<file path="config.mk">
export PLATFORM = sky130hd
export DESIGN_NAME = fixed_requant
export DESIGN_NICKNAME = d
export VERILOG_FILES = /design/src/rtl/fixed_requant_pkg.sv /design/src/rtl/requant_unit.sv /design/src/rtl/fixed_requant.sv
export SDC_FILE = /design/constraint.sdc
export NUM_CORES = 1
export LEC_CHECK = 0
export CORE_UTILIZATION = 45
export DETAILED_ROUTE_END_ITERATION = 12
export GPL_TIMING_DRIVEN = 0
export PLACE_DENSITY = 0.78
export SKIP_LAST_GASP = 1
export SYNTH_ARGS = -nofsm -noshare
export SYNTH_HDL_FRONTEND = slang
export SYNTH_SLANG_ARGS = --single-unit
</file>
<file path="constraint.sdc">
create_clock -name clock -period 5.4 [get_ports clock]
set_clock_uncertainty 0.2 [all_clocks]
set_input_delay 1.08 -clock clock [delete_from_list [all_inputs] [get_ports clock]]
set_output_delay 1.08 -clock clock [all_outputs]
set_load 0.02 [all_outputs]
</file>
<file path="src/rtl/fixed_requant_pkg.sv">
// Shared definitions for the requantizer and the layer/network modules that chain it.
// Holds the output-mode encodings and a ceil(log2) helper for sizing counters.
package fixed_requant_pkg;

  localparam int MODE_SIGNED = 0;
  localparam int MODE_RELU   = 1;
  localparam int MODE_UINT   = 2;

  function automatic int clog2(input int value);
    int r;
    r = 0;
    while ((64'(1) << r) < 64'(value)) r++;
    return r;
  endfunction

endpackage

</file>
<file path="src/rtl/requant_unit.sv">
// One channel of the requantizer: fraction alignment with round-half-up (stage 1),
// then mode-dependent clipping (stage 2). sat flags the element clipped in stage 2 now.
module requant_unit
  import fixed_requant_pkg::*;
#(
  parameter int IN_INT_BITW   = 5,
  parameter int IN_FRAC_BITW  = 8,
  parameter int OUT_INT_BITW  = 5,
  parameter int OUT_FRAC_BITW = 8,
  parameter int MODE          = 0
) (
  input  logic                                   clock,
  input  logic                                   n_rst,
  input  logic [IN_INT_BITW+IN_FRAC_BITW-1:0]    sample,
  output logic [OUT_INT_BITW+OUT_FRAC_BITW-1:0]  result,
  output logic                                   sat
);

  localparam int IN_BITW  = IN_INT_BITW + IN_FRAC_BITW;
  localparam int OUT_BITW = OUT_INT_BITW + OUT_FRAC_BITW;
  localparam int S        = IN_FRAC_BITW - OUT_FRAC_BITW;
  localparam int ABS_S    = (S < 0) ? -S : S;
  localparam int AW       = IN_BITW + ABS_S + 1;
  // Compare width must hold the unsigned bound 2^OUT_BITW-1 as a positive number.
  localparam int CW       = (AW > OUT_BITW + 1) ? AW : OUT_BITW + 2;

  localparam logic signed [CW-1:0] SMAX = (CW'(1) <<< (OUT_BITW - 1)) - CW'(1);
  localparam logic signed [CW-1:0] SMIN = -(CW'(1) <<< (OUT_BITW - 1));
  localparam logic signed [CW-1:0] UMAX = (CW'(1) <<< OUT_BITW) - CW'(1);
  localparam logic [OUT_BITW-1:0]  SMAX_O = SMAX[OUT_BITW-1:0];
  localparam logic [OUT_BITW-1:0]  SMIN_O = SMIN[OUT_BITW-1:0];
  localparam logic [OUT_BITW-1:0]  UMAX_O = UMAX[OUT_BITW-1:0];

  logic signed [AW-1:0] ext;
  logic signed [AW-1:0] aligned;
  logic signed [AW-1:0] stage1;
  logic signed [CW-1:0] wide;
  logic [OUT_BITW-1:0]  clipped;

  assign ext = AW'(signed'(sample));

  if (S > 0) begin : g_round
    localparam logic signed [AW-1:0] HALF = AW'(1) <<< (S - 1);
    assign aligned = (ext + HALF) >>> S;
  end else if (S < 0) begin : g_widen
    assign aligned = ext <<< ABS_S;
  end else begin : g_pass
    assign aligned = ext;
  end

  always_ff @(posedge clock or negedge n_rst) begin
    if (!n_rst) stage1 <= '0;
    else        stage1 <= aligned;
  end

  assign wide = CW'(stage1);

  // Zeroing negatives in ReLU/unsigned modes is not a saturation event.
  always_comb begin
    clipped = wide[OUT_BITW-1:0];
    sat     = 1'b0;
    case (MODE)
      MODE_SIGNED: begin
        if (wide > SMAX) begin
          clipped = SMAX_O;
          sat     = 1'b1;
        end else if (wide < SMIN) begin
          clipped = SMIN_O;
          sat     = 1'b1;
        end
      end
      MODE_RELU: begin
        if (wide[CW-1]) begin
          clipped = '0;
        end else if (wide > SMAX) begin
          clipped = SMAX_O;
          sat     = 1'b1;
        end
      end
      default: begin
        if (wide[CW-1]) begin
          clipped = '0;
        end else if (wide > UMAX) begin
          clipped = UMAX_O;
          sat     = 1'b1;
        end
      end
    endcase
  end

  always_ff @(posedge clock or negedge n_rst) begin
    if (!n_rst) result <= '0;
    else        result <= clipped;
  end

endmodule

</file>
<file path="src/rtl/fixed_requant.sv">
// Multi-channel fixed-point requantizer with 2-cycle latency, coordinate pass-through
// and a per-frame saturation count. Streaming: every cycle carries a pixel, no handshake.
module fixed_requant
  import fixed_requant_pkg::*;
#(
  parameter int W_HEIGHT      = -1,
  parameter int W_WIDTH       = -1,
  parameter int UNITS         = 12,
  parameter int IN_INT_BITW   = 5,
  parameter int IN_FRAC_BITW  = 8,
  parameter int OUT_INT_BITW  = 5,
  parameter int OUT_FRAC_BITW = 8,
  parameter int MODE          = 0,
  parameter int CNT_BITW      = 16,
  localparam int V_BITW   = (clog2(W_HEIGHT) < 1) ? 1 : clog2(W_HEIGHT),
  localparam int H_BITW   = (clog2(W_WIDTH) < 1) ? 1 : clog2(W_WIDTH),
  localparam int IN_BITW  = IN_INT_BITW + IN_FRAC_BITW,
  localparam int OUT_BITW = OUT_INT_BITW + OUT_FRAC_BITW
) (
  input  logic                        clock,
  input  logic                        n_rst,
  input  logic [IN_BITW*UNITS-1:0]    in_data,
  input  logic [V_BITW-1:0]           in_vcnt,
  input  logic [H_BITW-1:0]           in_hcnt,
  output logic [OUT_BITW*UNITS-1:0]   out_data,
  output logic [V_BITW-1:0]           out_vcnt,
  output logic [H_BITW-1:0]           out_hcnt,
  output logic [CNT_BITW-1:0]         sat_count,
  output logic                        sat_valid
);

  localparam int PW = clog2(UNITS + 1);
  localparam int SW = ((CNT_BITW > PW) ? CNT_BITW : PW) + 1;
  localparam logic [CNT_BITW-1:0] CNT_MAX = '1;

  if (OUT_BITW < 2 || MODE < MODE_SIGNED || MODE > MODE_UINT) begin : g_bad_cfg
    $error("fixed_requant: OUT_BITW must be >= 2 and MODE in 0..2");
  end

  logic [UNITS-1:0]    sat_flags;
  logic [PW-1:0]       pop;
  logic [V_BITW-1:0]   vcnt_d1;
  logic [H_BITW-1:0]   hcnt_d1;
  logic [CNT_BITW-1:0] acc;
  logic [CNT_BITW-1:0] base;
  logic [CNT_BITW-1:0] total;
  logic [SW-1:0]       sum;
  logic                frame_start;
  logic                frame_end;

  for (genvar k = 0; k < UNITS; k++) begin : g_unit
    requant_unit #(
      .IN_INT_BITW  (IN_INT_BITW),
      .IN_FRAC_BITW (IN_FRAC_BITW),
      .OUT_INT_BITW (OUT_INT_BITW),
      .OUT_FRAC_BITW(OUT_FRAC_BITW),
      .MODE         (MODE)
    ) u_unit (
      .clock (clock),
      .n_rst (n_rst),
      .sample(in_data[k*IN_BITW +: IN_BITW]),
      .result(out_data[k*OUT_BITW +: OUT_BITW]),
      .sat   (sat_flags[k])
    );
  end

  always_comb begin
    pop = '0;
    for (int k = 0; k < UNITS; k++) pop = pop + PW'(sat_flags[k]);
  end

  // vcnt_d1/hcnt_d1 travel alongside the data currently being clipped.
  assign frame_start = (vcnt_d1 == '0) && (hcnt_d1 == '0);
  assign frame_end   = (vcnt_d1 == V_BITW'(W_HEIGHT - 1)) && (hcnt_d1 == H_BITW'(W_WIDTH - 1));
  // A (0,0) pixel always opens a fresh frame, discarding any truncated frame's tally.
  assign base  = frame_start ? '0 : acc;
  assign sum   = SW'(base) + SW'(pop);
  assign total = (sum > SW'(CNT_MAX)) ? CNT_MAX : sum[CNT_BITW-1:0];

  always_ff @(posedge clock or negedge n_rst) begin
    if (!n_rst) begin
      vcnt_d1   <= '0;
      hcnt_d1   <= '0;
      out_vcnt  <= '0;
      out_hcnt  <= '0;
      acc       <= '0;
      sat_count <= '0;
      sat_valid <= 1'b0;
    end else begin
      vcnt_d1   <= in_vcnt;
      hcnt_d1   <= in_hcnt;
      out_vcnt  <= vcnt_d1;
      out_hcnt  <= hcnt_d1;
      sat_valid <= frame_end;
      if (frame_end) begin
        sat_count <= total;
        acc       <= '0;
      end else begin
        acc <= total;
      end
    end
  end

endmodule

</file>
After elaboration in Yosys (flattened, before gate mapping)
Cells that the tools add are included.
{"block": "totals", "ff_bits": 349, "output_inout_bits": 175, "wordCells": 122, "inputBits": 160}
{"block": "classes", "n_addsub": 12, "n_reduce_logical": 1, "order_cmp": 25, "bitwise": 2, "muxes": 51}
{"operator": "two-way mux 13 bit", "count": 24}
{"operator": "> comparator 13 bit (second input constant)", "count": 12}
{"operator": "less-than comparator 13 bit (second input constant)", "count": 12}
{"operator": "two-way mux 16 bit", "count": 3}
{"operator": "adder 4 x 1 -> 4 bit", "count": 8}
{"operator": "two-way mux 1 bit", "count": 24}
{"operator": "adder 16 x 4 -> 17 bit", "count": 1}
{"operator": "> comparator 17 x 16 -> 1 bit (second input constant)", "count": 1}
{"operator": "adder 3 x 1 -> 4 bit", "count": 1}
{"operator": "adder 2 x 1 -> 3 bit", "count": 1}
{"operator": "adder 1 x 1 -> 2 bit", "count": 1}
{"operator": "inverter 1 bit", "count": 2}
{"operator": "logical AND 1 bit", "count": 1}

Depth between registers and ports, before layout
Gate-level depths: netlist (run 1).
{"block": "depth", "depth_word": 18, "depth_mapped": 18, "depth_no_buf": 15}

By module
A second synthesis (run 1) with hierarchy kept.
{"block": "unflattened", "cells_unflattened": 666, "hier_area_um2": 10423.7}
{"module": "requant_unit", "cells_per_inst": 41, "n_inst": 12, "area_per_inst_um2": 710.7, "seq_area_each_um2": 650.6}
{"module": "fixed_requant", "cells_per_inst": 174, "n_inst": 1, "area_per_inst_um2": 1895.6, "seq_area_each_um2": 925.9}

Worst setup path after synthesis (run 1)
OpenSTA, ideal clock, no wires.
{"block": "synth_timing", "path_kind": "reg2reg", "start": "register hcnt_d1", "end": "register sat_count[0]", "setup_time_ps": 83, "required_time_ps": 5117, "synth_period_minus_slack_ps": 3353, "n_path_buf": 2, "slack_ps": 2047, "path_stages_with_launch": 12, "arrival_ps": 3070, "cell_sequence": "dfrtp_1 -> or2_1 -> buf_2 -> clkbuf_1 -> and2_1 -> fa_1 -> inv_1 -> fa_1 -> fa_1 -> fa_1 -> fa_1 -> o21ai_0"}
{"block": "synth_via", "elab_chain_cells": 6}
{"element": "from (decl)", "line": "fixed_requant.sv:43", "text": "logic [H_BITW-1:0] hcnt_d1;"}
{"element": "from (signal assigned)", "line": "fixed_requant.sv:91", "text": "hcnt_d1 <= in_hcnt;"}
{"element": "inverter 1 bit (*)", "line": "fixed_requant.sv:73, fixed_requant.sv:74"}
{"element": "logical AND 1 bit (*)", "line": "fixed_requant.sv:73, fixed_requant.sv:74"}
{"element": "two-way mux 16 bit", "line": "fixed_requant.sv:76", "text": "assign base = frame_start ? '0 : acc;"}
{"element": "adder 16 x 4 -> 17 bit", "line": "fixed_requant.sv:77", "text": "assign sum = SW'(base) + SW'(pop);"}
{"element": "> comparator 17 x 16 -> 1 bit", "line": "fixed_requant.sv:78", "text": "assign total = (sum > SW'(CNT_MAX)) ? CNT_MAX : sum[CNT_BITW-1:0];"}
{"element": "two-way mux 16 bit", "line": "fixed_requant.sv:78"}
{"element": "to (signal assigned)", "line": "fixed_requant.sv:96", "text": "sat_count <= total;"}
{"element": "to (decl)", "line": "fixed_requant.sv:28", "text": "output logic [CNT_BITW-1:0] sat_count,"}
Mark *: on every way between the ends. The rest lies on a longest branch, timed or not.
A chain may end at the register's enable or synchronous reset.

Final worst setup path (run 1)
Ends and elaborated chain as after synthesis.

==> results of run 1 <==
[sequential cells by signal, indices dropped and copies added (netlist names)]
name / count
g_unit.u_unit.result: 156
g_unit.u_unit.stage1: 156
acc: 16
sat_count: 16
hcnt_d1: 1
out_hcnt: 1
out_vcnt: 1
sat_valid: 1
vcnt_d1: 1
[final timing paths]
path,endpoint,slack [ps],depth (start not counted)
max,sat_count[0],1640,11
min,g_unit[4].u_unit.result[9],220,1
max reg2reg,sat_count[0],1640,11
min reg2reg,g_unit[4].u_unit.result[9],220,1
max in group asynchronous,g_unit[4].u_unit.result[6],3520,2
min in group asynchronous,g_unit[9].u_unit.stage1[6],390,1
[routing by layer]
metal	track usage, %	vias up	part of all wire, %	routed length (microns)
met5	0	-	0	0
met4	8.190	0	3.9	841
met3	7.525	60	10	2130
met2	32.81	273	51	10870
met1	20.19	2882	35	7475
li1	-	2669	-	-
[area by class of cell]
cell class | instances | area, sq um | area share [%]
Sequential cell | 349 | 8733 | 57.38
Inverter | 11 | 41.29 | 0.2713
Clock buffer | 50 | 1012 | 6.651
Tap cell | 285 | 356.6 | 2.343
Multi-Input combinational cell | 138 | 998.5 | 6.560
Clock inverter | 8 | 50.05 | 0.3288
Timing Repair Buffer | 336 | 3403 | 22.36
Buffer | 164 | 624.3 | 4.102
[through the flow]
step           hold WS, ps  utilization (%)  power [mW]  area, sq um
6_report             217.9            67.22       6.047        15220
4_1_cts              220.1            67.22       6.103        15220
3_3_place_gp         204.9            62.27       3.817        14100
3_5_place_dp         209.0            62.53       3.842        14160
5_1_grt              231.7            67.22       6.330        15220
2_1_floorplan        167.2                -       3.408        10400
[power by group through the flow]
| stage | clock, mW | sequential [mW] | combinational, mW |
|---|---|---|---|
| 2_1_floorplan | 0 | 2.98 | 0.424 |
| 3_3_place_gp | 0 | 2.89 | 0.926 |
| 3_5_place_dp | 0 | 2.89 | 0.954 |
| 4_1_cts | 2.30 | 2.84 | 0.962 |
| 5_1_grt | 2.40 | 2.85 | 1.08 |
| 6_report | 2.23 | 2.84 | 0.981 |
[cells by family (layout without fill, tap and decap cells)]
logic type      after synthesis  after routing  share of synthesized area (%)
fa+ha+maj                    17             17                          2.633
other cells                   2             12                        0.07249
xor+xnor                      4              4                         0.3382
flops                       349            349                          84.30
compound gates               46             46                          2.935
simple gates                 57             57                          3.104
buf+inv                     175            569                          6.425
mux                           2              2                         0.1932
[synthesized netlist by cell type, drive strengths merged (2+ instances only)]
master	instances	area share (%)
a21oi	12	0.62
a31oi	4	0.24
and2	17	1.0
buf	6	0.30
clkbuf	158	5.7
conb	2	0.072
dfrtp	349	84
fa	8	1.5
ha	9	1.1
inv	10	0.36
mux2i	2	0.19
nand2	11	0.40
nand3	2	0.14
nor2	8	0.29
nor2b	2	0.12
nor3	5	0.29
nor3b	2	0.14
o21a	3	0.23
o21ai	16	0.77
o31ai	3	0.35
or2	2	0.12
or3	2	0.12
xor2	3	0.25
[worst register-to-register path: cells and delay by family (launching register included)]
kind                     cells  cell delay, ps
flip-flops                   1             400
adder cells (fa/ha/maj)      5            2020
AND/OR/NAND/NOR              2             310
buffers and inverters        3             580
AO/OA/AOI/OAI                1             160
==> impl_metrics.yaml, run 1 <==
run_status:
  status: "finished, final reports clean"
sta:
  rsz0062_at_grt: "false"
  setup_tns_ps: 0
  finalHoldViolations: 0
  slew_headroom_pct: 55.96
  setup_viol: 0
  fin_ws_ps: 1642
  fmax_mhz: 266.1
  tightest_slew_ps: 660.7
  fin_crit_ps: 3758
  slew_viol_final: 0
  finalCritPeriodShare_pct: 69.59
grt:
  grt_usage_pct: 18.83
  grt_overflow_total: 0
  grt_pass1_vias: 6330
  grt_max_degree: 133
  antenna_found_initial: 0
  grt_pass1_wl_mm: 33.31
power_and_ir_drop:
  sw_frac_of_total_pct: 24.57
  peakVddDrop_mv: 0.2582
  power_frac_clock_pct: 36.8
  intPower_mw: 4.562
  combPwrFrac_pct: 16.2
  power_density_nw_per_um2: 397.3
  switching_power_mw: 1.486
  power_frac_seq_pct: 47.0
  p_leak_nw: 6.646
cts:
  cts-resized-gates: 0
  post-cts-setup-buffer-count: 0
  hold_buffers: 0
  numCtsBuffers: 35
  clock_latency_ps: 500
  cts_tree: "built"
  clock_path_buffers: 3
  htreeDepth: 2
  cts_sinks: 349
  cts_root_buf: "clkbuf_16"
  clk_pin_slew_ps: 60
layout:
  final_cell_mix: "dfrtp_1 (349), clkdlybuf4s50_1 (333), clkbuf_1 (165)"
  diodes: 0
  final_nets: 1212
  area_growth_pct: 46.91
  drive_gt1_share_pct: 6.345
  fin_cells: 1341
  layout_commonest_cell: "dfrtp_1"
  num-fill-cells: 1496
placement:
  dpl_worst_slack_ps: 1628
  port_buffers: 334
  gp_congestion: 0.8028
  post-dp-hpwl_mm: 14.48
  post-place-cells: 1283
setup_path:
  arrival_ps: 3960
  crit_path_end_kind: "flip-flop"
  cp_slowest_cell: "fa_1"
  crit_type: "flip-flop to flip-flop"
  crit_buf_inv: 3
  startpoint_type: "flip-flop"
  crit_fanout: 10
  rr_startpoint: "hcnt_d1"
  path_delay_family: "adder cells"
  cp.required_ps: 5610
  crit_chain: "or2_1 > buf_2 > clkbuf_1 > and2_1 > fa_1 > inv_1 > fa_1 > fa_1 > fa_1 > fa_1 > o21ai_0"
  crit_start: "hcnt_d1"
  cp_common_cell: "fa_1"
  max_stage_delay_ps: 480
route:
  drt.antenna.violating_nets: 0
  vias: 5884
  avgRoutedWirePerCell_microns: 15.89
  firstDrtPassIters: 4
  vias_per_cell: 4.388
  drc_errors: 0
  drtIter0Drc: 238
  wl_mm: 21.31
floorplanning:
  die_h_microns: 153.7
  die-area_sq_um: 23630
  fp.dieW_microns: 153.7
  num_rows: 55
  core_area_sq_um: 22640
  ios: 335
  floorplan.initialDensity_pct: 45.76
yosys:
  syn_area_sq_um: 10360
  synth_edf_count: 0
  ys_ff_latch: 349
  seq_area_frac_synth_pct: 84.30
  synth.distinct_cells: 48
  async_reset_ff_share_pct: 100.0
  syn-instance-count: 652
  synth_area_per_cell_sq_um: 15.89
  yosysWarnings: 0
  synth-main-ff-cell: "dfrtp_1"
run:
  cap_violations: 0
hold_path:
  min_from: "g_unit[4].u_unit.stage1[9]"
  hold_class: "flip-flop to flip-flop"
Power figures use the tool's default switching activity.
==> run 2, diff against run 1 <==
Settings changed: CORE_UTILIZATION 45 to 41, PLACE_DENSITY 0.78 to 0.75.
Clock period 5.4 ns to 3.2 ns, I/O delays scaled along.
==> impl_metrics.yaml, run 2 (synthesized netlist as in run 1, its figures left out) <==
setup_path:
  crit_type: "flip-flop to flip-flop"
  cp.required_ps: 3430
  crit_fanout: 2
  r2r_cells: 9
  startpoint_type: "flip-flop"
  arrival_ps: 3360
  crit_path_end_kind: "flip-flop"
route:
  firstDrtPassIters: 4
  drc_errors: 0
  vias: 5883
  wl_mm: 21.95
  vias_per_cell: 4.235
  drtIter0Drc: 251
  avgRoutedWirePerCell_microns: 15.80
  drt.antenna.violating_nets: 0
floorplanning:
  die-area_sq_um: 25910
  fp.dieW_microns: 161.0
  num_rows: 57
  die_h_microns: 161.0
  floorplan.initialDensity_pct: 42.23
  ios: 335
  core_area_sq_um: 24530
grt:
  grt_overflow_total: 0
  grt_pass1_wl_mm: 34.20
  grt_usage_pct: 17.50
  grt_max_degree: 132
  grt_pass1_vias: 6486
  antenna_found_initial: 0
layout:
  area_growth_pct: 49.37
  layout_commonest_cell: "dfrtp_1"
  final_nets: 1216
  post-route-cell-area_sq_um: 15470
  drive_gt1_share_pct: 7.887
  diodes: 0
  final_cell_mix: "dfrtp_1 (349), clkdlybuf4s50_1 (333), clkbuf_1 (165)"
  top_regs: "g_unit.u_unit.result x156, g_unit.u_unit.stage1 x156"
sta:
  hold_ws_ps: -18.48
  fmax_mhz: 319.4
  fin_ws_ps: 68.95
  setup_tns_ps: 0
  finalHoldViolations: 27
  finalCritPeriodShare_pct: 97.85
  slew_viol_final: 0
  fin_crit_ps: 3131
  tightest_slew_ps: 784.6
  slew_headroom_pct: 47.69
  setup_viol: 0
  rsz0062_at_grt: "true"
cts:
  cts_tree: "built"
  clock_path_buffers: 3
  clock_latency_ps: 500
  htreeDepth: 2
  clk_pin_slew_ps: 60
  cts_sinks: 349
  cts_root_buf: "clkbuf_16"
  numCtsBuffers: 36
placement:
  dpl_worst_slack_ps: -216.5
  place_area_sq_um: 14240
  post-dp-hpwl_mm: 15.35
  gp_congestion: 0.7865
  port_buffers: 334
power_and_ir_drop:
  peakVddDrop_mv: 0.4547
  p_leak_nw: 6.742
  p_total_mw: 10.71
  power_density_nw_per_um2: 691.8
run:
  cap_violations: 0
hold_path:
  hold_class: "input port to asynchronous set/reset pin"
run_status:
  violations: "hold timing"
  status: "finished with violations"
-- run 2: stage by stage --
step | std cells | util (%)
after CTS | 1390 | 63.10
after global routing | 1389 | 63.08
after floorplan | 662 | -
after global placement | 1320 | 57.79
after detailed placement | 1322 | 58.03
final | 1389 | 63.08
-- run 2: repair_timing --
action                                  CTS  global route
hold buffers                              0             0
endpoints found under the hold margin     0             0
setup buffers                             5             0
pin swaps                                 7             8
endpoints found under the setup margin    2             2
gates resized for setup                   1             3
-- run 2: where the power goes --
| group | internal, mW | switching [mW] |
|---|---|---|
| clock | 2.54 | 1.64 |
| sequential | 4.70 | 0.101 |
| combinational | 0.855 | 0.863 |
-- run 2: cell type report --
cell class	instances	area, sq um
Multi-Input combinational cell	138	1023
Sequential cell	349	8733
Tap cell	324	405.4
Clock buffer	51	1050
Fill cell	1800	9059
Clock inverter	13	165.2
Timing Repair Buffer	341	3441
Buffer	162	615.6
Inverter	11	41.29
-- run 2: worst paths after layout --
path                                             startpoint                          end  slack, ps
worst max-delay path                                vcnt_d1                 sat_count[0]         70
worst min-delay path                                  n_rst   g_unit[1].u_unit.stage1[4]        -20
worst max register to register                      vcnt_d1                 sat_count[0]         70
worst min register to register  g_unit[9].u_unit.stage1[11]  g_unit[9].u_unit.result[11]        220
max in group asynchronous                             n_rst                      hcnt_d1       1700
min in group clock              g_unit[9].u_unit.stage1[11]  g_unit[9].u_unit.result[11]        220
-- run 2: routing by layer --
metal / wire (microns) / vias to the layer above / global-route usage [%] / part of all wire (%)
li1: - / 2686 / - / -
met1: 7644 / 2900 / 18.69 / 35
met2: 11390 / 252 / 30.80 / 52
met3: 2359 / 45 / 7.800 / 11
met4: 555 / 0 / 5.617 / 2.5
met5: 0 / - / 0 / 0
-- run 2: critical path, cell delays in order, from the launching register on --
cell	delay (ps)
dfrtp_1	380
or2_4	150
and2_4	130
fa_1	170
inv_2	40
fa_1	480
fa_1	470
fa_1	460
fa_2	460
o21ai_2	140
==> run 3, diff against run 2 <==
Settings changed: MAX_ROUTING_LAYER set to met4.
==> impl_metrics.yaml, run 3 (synthesized netlist as in run 1, its figures left out) <==
setup_path:
  cp.required_ps: 3430
  crit_type: "flip-flop to flip-flop"
  crit_buf_inv: 1
  path_delay_family: "adder cells"
  crit_fanout: 2
  cp_common_cell: "fa_1"
  startpoint_type: "flip-flop"
  crit_path_end_kind: "flip-flop"
  arrival_ps: 3360
  crit_chain: "or2_4 > and2_4 > fa_1 > inv_2 > fa_1 > fa_1 > fa_1 > fa_2 > o21ai_2"
  max_stage_delay_ps: 480
  cp_slowest_cell: "fa_1"
power_and_ir_drop:
  switching_power_mw: 2.604
  power_frac_seq_pct: 44.9
  peakVddDrop_mv: 0.4518
  combPwrFrac_pct: 16.1
  power_density_nw_per_um2: 691.6
  sw_frac_of_total_pct: 24.33
  p_leak_nw: 6.742
  power_frac_clock_pct: 39.1
  intPower_mw: 8.099
cts:
  cts_root_buf: "clkbuf_16"
  clk_pin_slew_ps: 60
  cts_tree: "built"
  clock_path_buffers: 3
  clock_latency_ps: 500
  cts_sinks: 349
  numCtsBuffers: 36
  htreeDepth: 2
floorplanning:
  die-area_sq_um: 25910
  num_rows: 57
  ios: 335
  die_h_microns: 161.0
  fp.dieW_microns: 161.0
  floorplan.initialDensity_pct: 42.23
  core_area_sq_um: 24530
placement:
  port_buffers: 334
  post-dp-hpwl_mm: 15.35
  gp_congestion: 0.7975
  place_area_sq_um: 14240
sta:
  slew_headroom_pct: 47.43
  fmax_mhz: 319.2
  finalCritPeriodShare_pct: 97.90
  hold_ws_ps: -17.22
  tightest_slew_ps: 788.5
  setup_viol: 0
  rsz0062_at_grt: "true"
  finalHoldViolations: 28
  slew_viol_final: 0
  fin_crit_ps: 3133
layout:
  drive_gt1_share_pct: 7.887
  num-fill-cells: 1800
  final_nets: 1216
  area_growth_pct: 49.37
  fin_util_pct: 63.08
  layout_commonest_cell: "dfrtp_1"
  diodes: 0
  post-route-cell-area_sq_um: 15470
  top_regs: "g_unit.u_unit.result x156, g_unit.u_unit.stage1 x156"
  final_cell_mix: "dfrtp_1 (349), clkdlybuf4s50_1 (333), clkbuf_1 (165)"
grt:
  grt_max_degree: 132
  grt_overflow_total: 0
  grt_pass1_vias: 6528
  grt_pass1_wl_mm: 34.05
  grt_usage_pct: 18.05
  antenna_found_initial: 0
route:
  avgRoutedWirePerCell_microns: 15.80
  wl_mm: 21.95
  vias: 5892
  drtIter0Drc: 252
  firstDrtPassIters: 4
  vias_per_cell: 4.242
  drc_errors: 0
  drt.antenna.violating_nets: 0
run_status:
  violations: "hold timing"
  status: "finished with violations"
hold_path:
  hold_class: "input port to asynchronous set/reset pin"
run:
  cap_violations: 0
==> run 3: area by class of cell <==
cell class	count	area (sq um)	area share [%]
Clock inverter	13	165.2	1.067
Multi-Input combinational cell	138	1023	6.614
Sequential cell	349	8733	56.44
Clock buffer	51	1050	6.784
Buffer	162	615.6	3.978
Timing Repair Buffer	341	3441	22.23
Inverter	11	41.29	0.2668
Tap cell	324	405.4	2.620
==> run 3: path summary, 6_finish.rpt <==
kind                       slack, ps                         from                     endpoint  cells after the start
max                               70                      vcnt_d1                 sat_count[0]                      9
max in group asynchronous       1720                        n_rst                      hcnt_d1                      2
max reg2reg                       70                      vcnt_d1                 sat_count[0]                      9
min reg2reg                      220  g_unit[9].u_unit.stage1[11]  g_unit[9].u_unit.result[11]                      1
min                              -20                        n_rst   g_unit[1].u_unit.stage1[4]                      1
min in group clock               220  g_unit[9].u_unit.stage1[11]  g_unit[9].u_unit.result[11]                      1
==> run 3: repair_timing <==
item                       in CTS  in global routing
setup buffers                   5                  0
setup endpoints to repair       2                  2
pin swaps                       7                  8
hold buffers                    0                  0
resized for setup               1                  3
==> run 3: through the flow <==
stage          total power, mW  cells   TNS, ps  setup WS (ps)
2_1_floorplan            5.804    662    -28930          -1517
5_1_grt                  11.22   1389    -56.81         -41.80
4_1_cts                  10.82   1390    -183.2         -92.73
3_3_place_gp             6.507   1320  -4556480         -13090
6_report                 10.70   1389         0          67.04
3_5_place_dp             6.552   1322    -419.9         -216.5
==> run 3: routing by layer <==
layer | routed length, microns | GRT usage, % | up-vias
li1 | - | - | 2684
met1 | 7805 | 19.16 | 2905
met2 | 11420 | 30.80 | 257
met3 | 2183 | 7.128 | 46
met4 | 541 | 5.617 | 0
met5 | 0 | - | -
==> run 3: power by group through the flow <==
stage | sequential [mW] | clock (mW) | combinational [mW]
4_1_cts | 4.80 | 4.32 | 1.70
3_3_place_gp | 4.88 | 0 | 1.63
3_5_place_dp | 4.88 | 0 | 1.67
6_report | 4.80 | 4.18 | 1.72
2_1_floorplan | 5.04 | 0 | 0.769
5_1_grt | 4.83 | 4.49 | 1.91
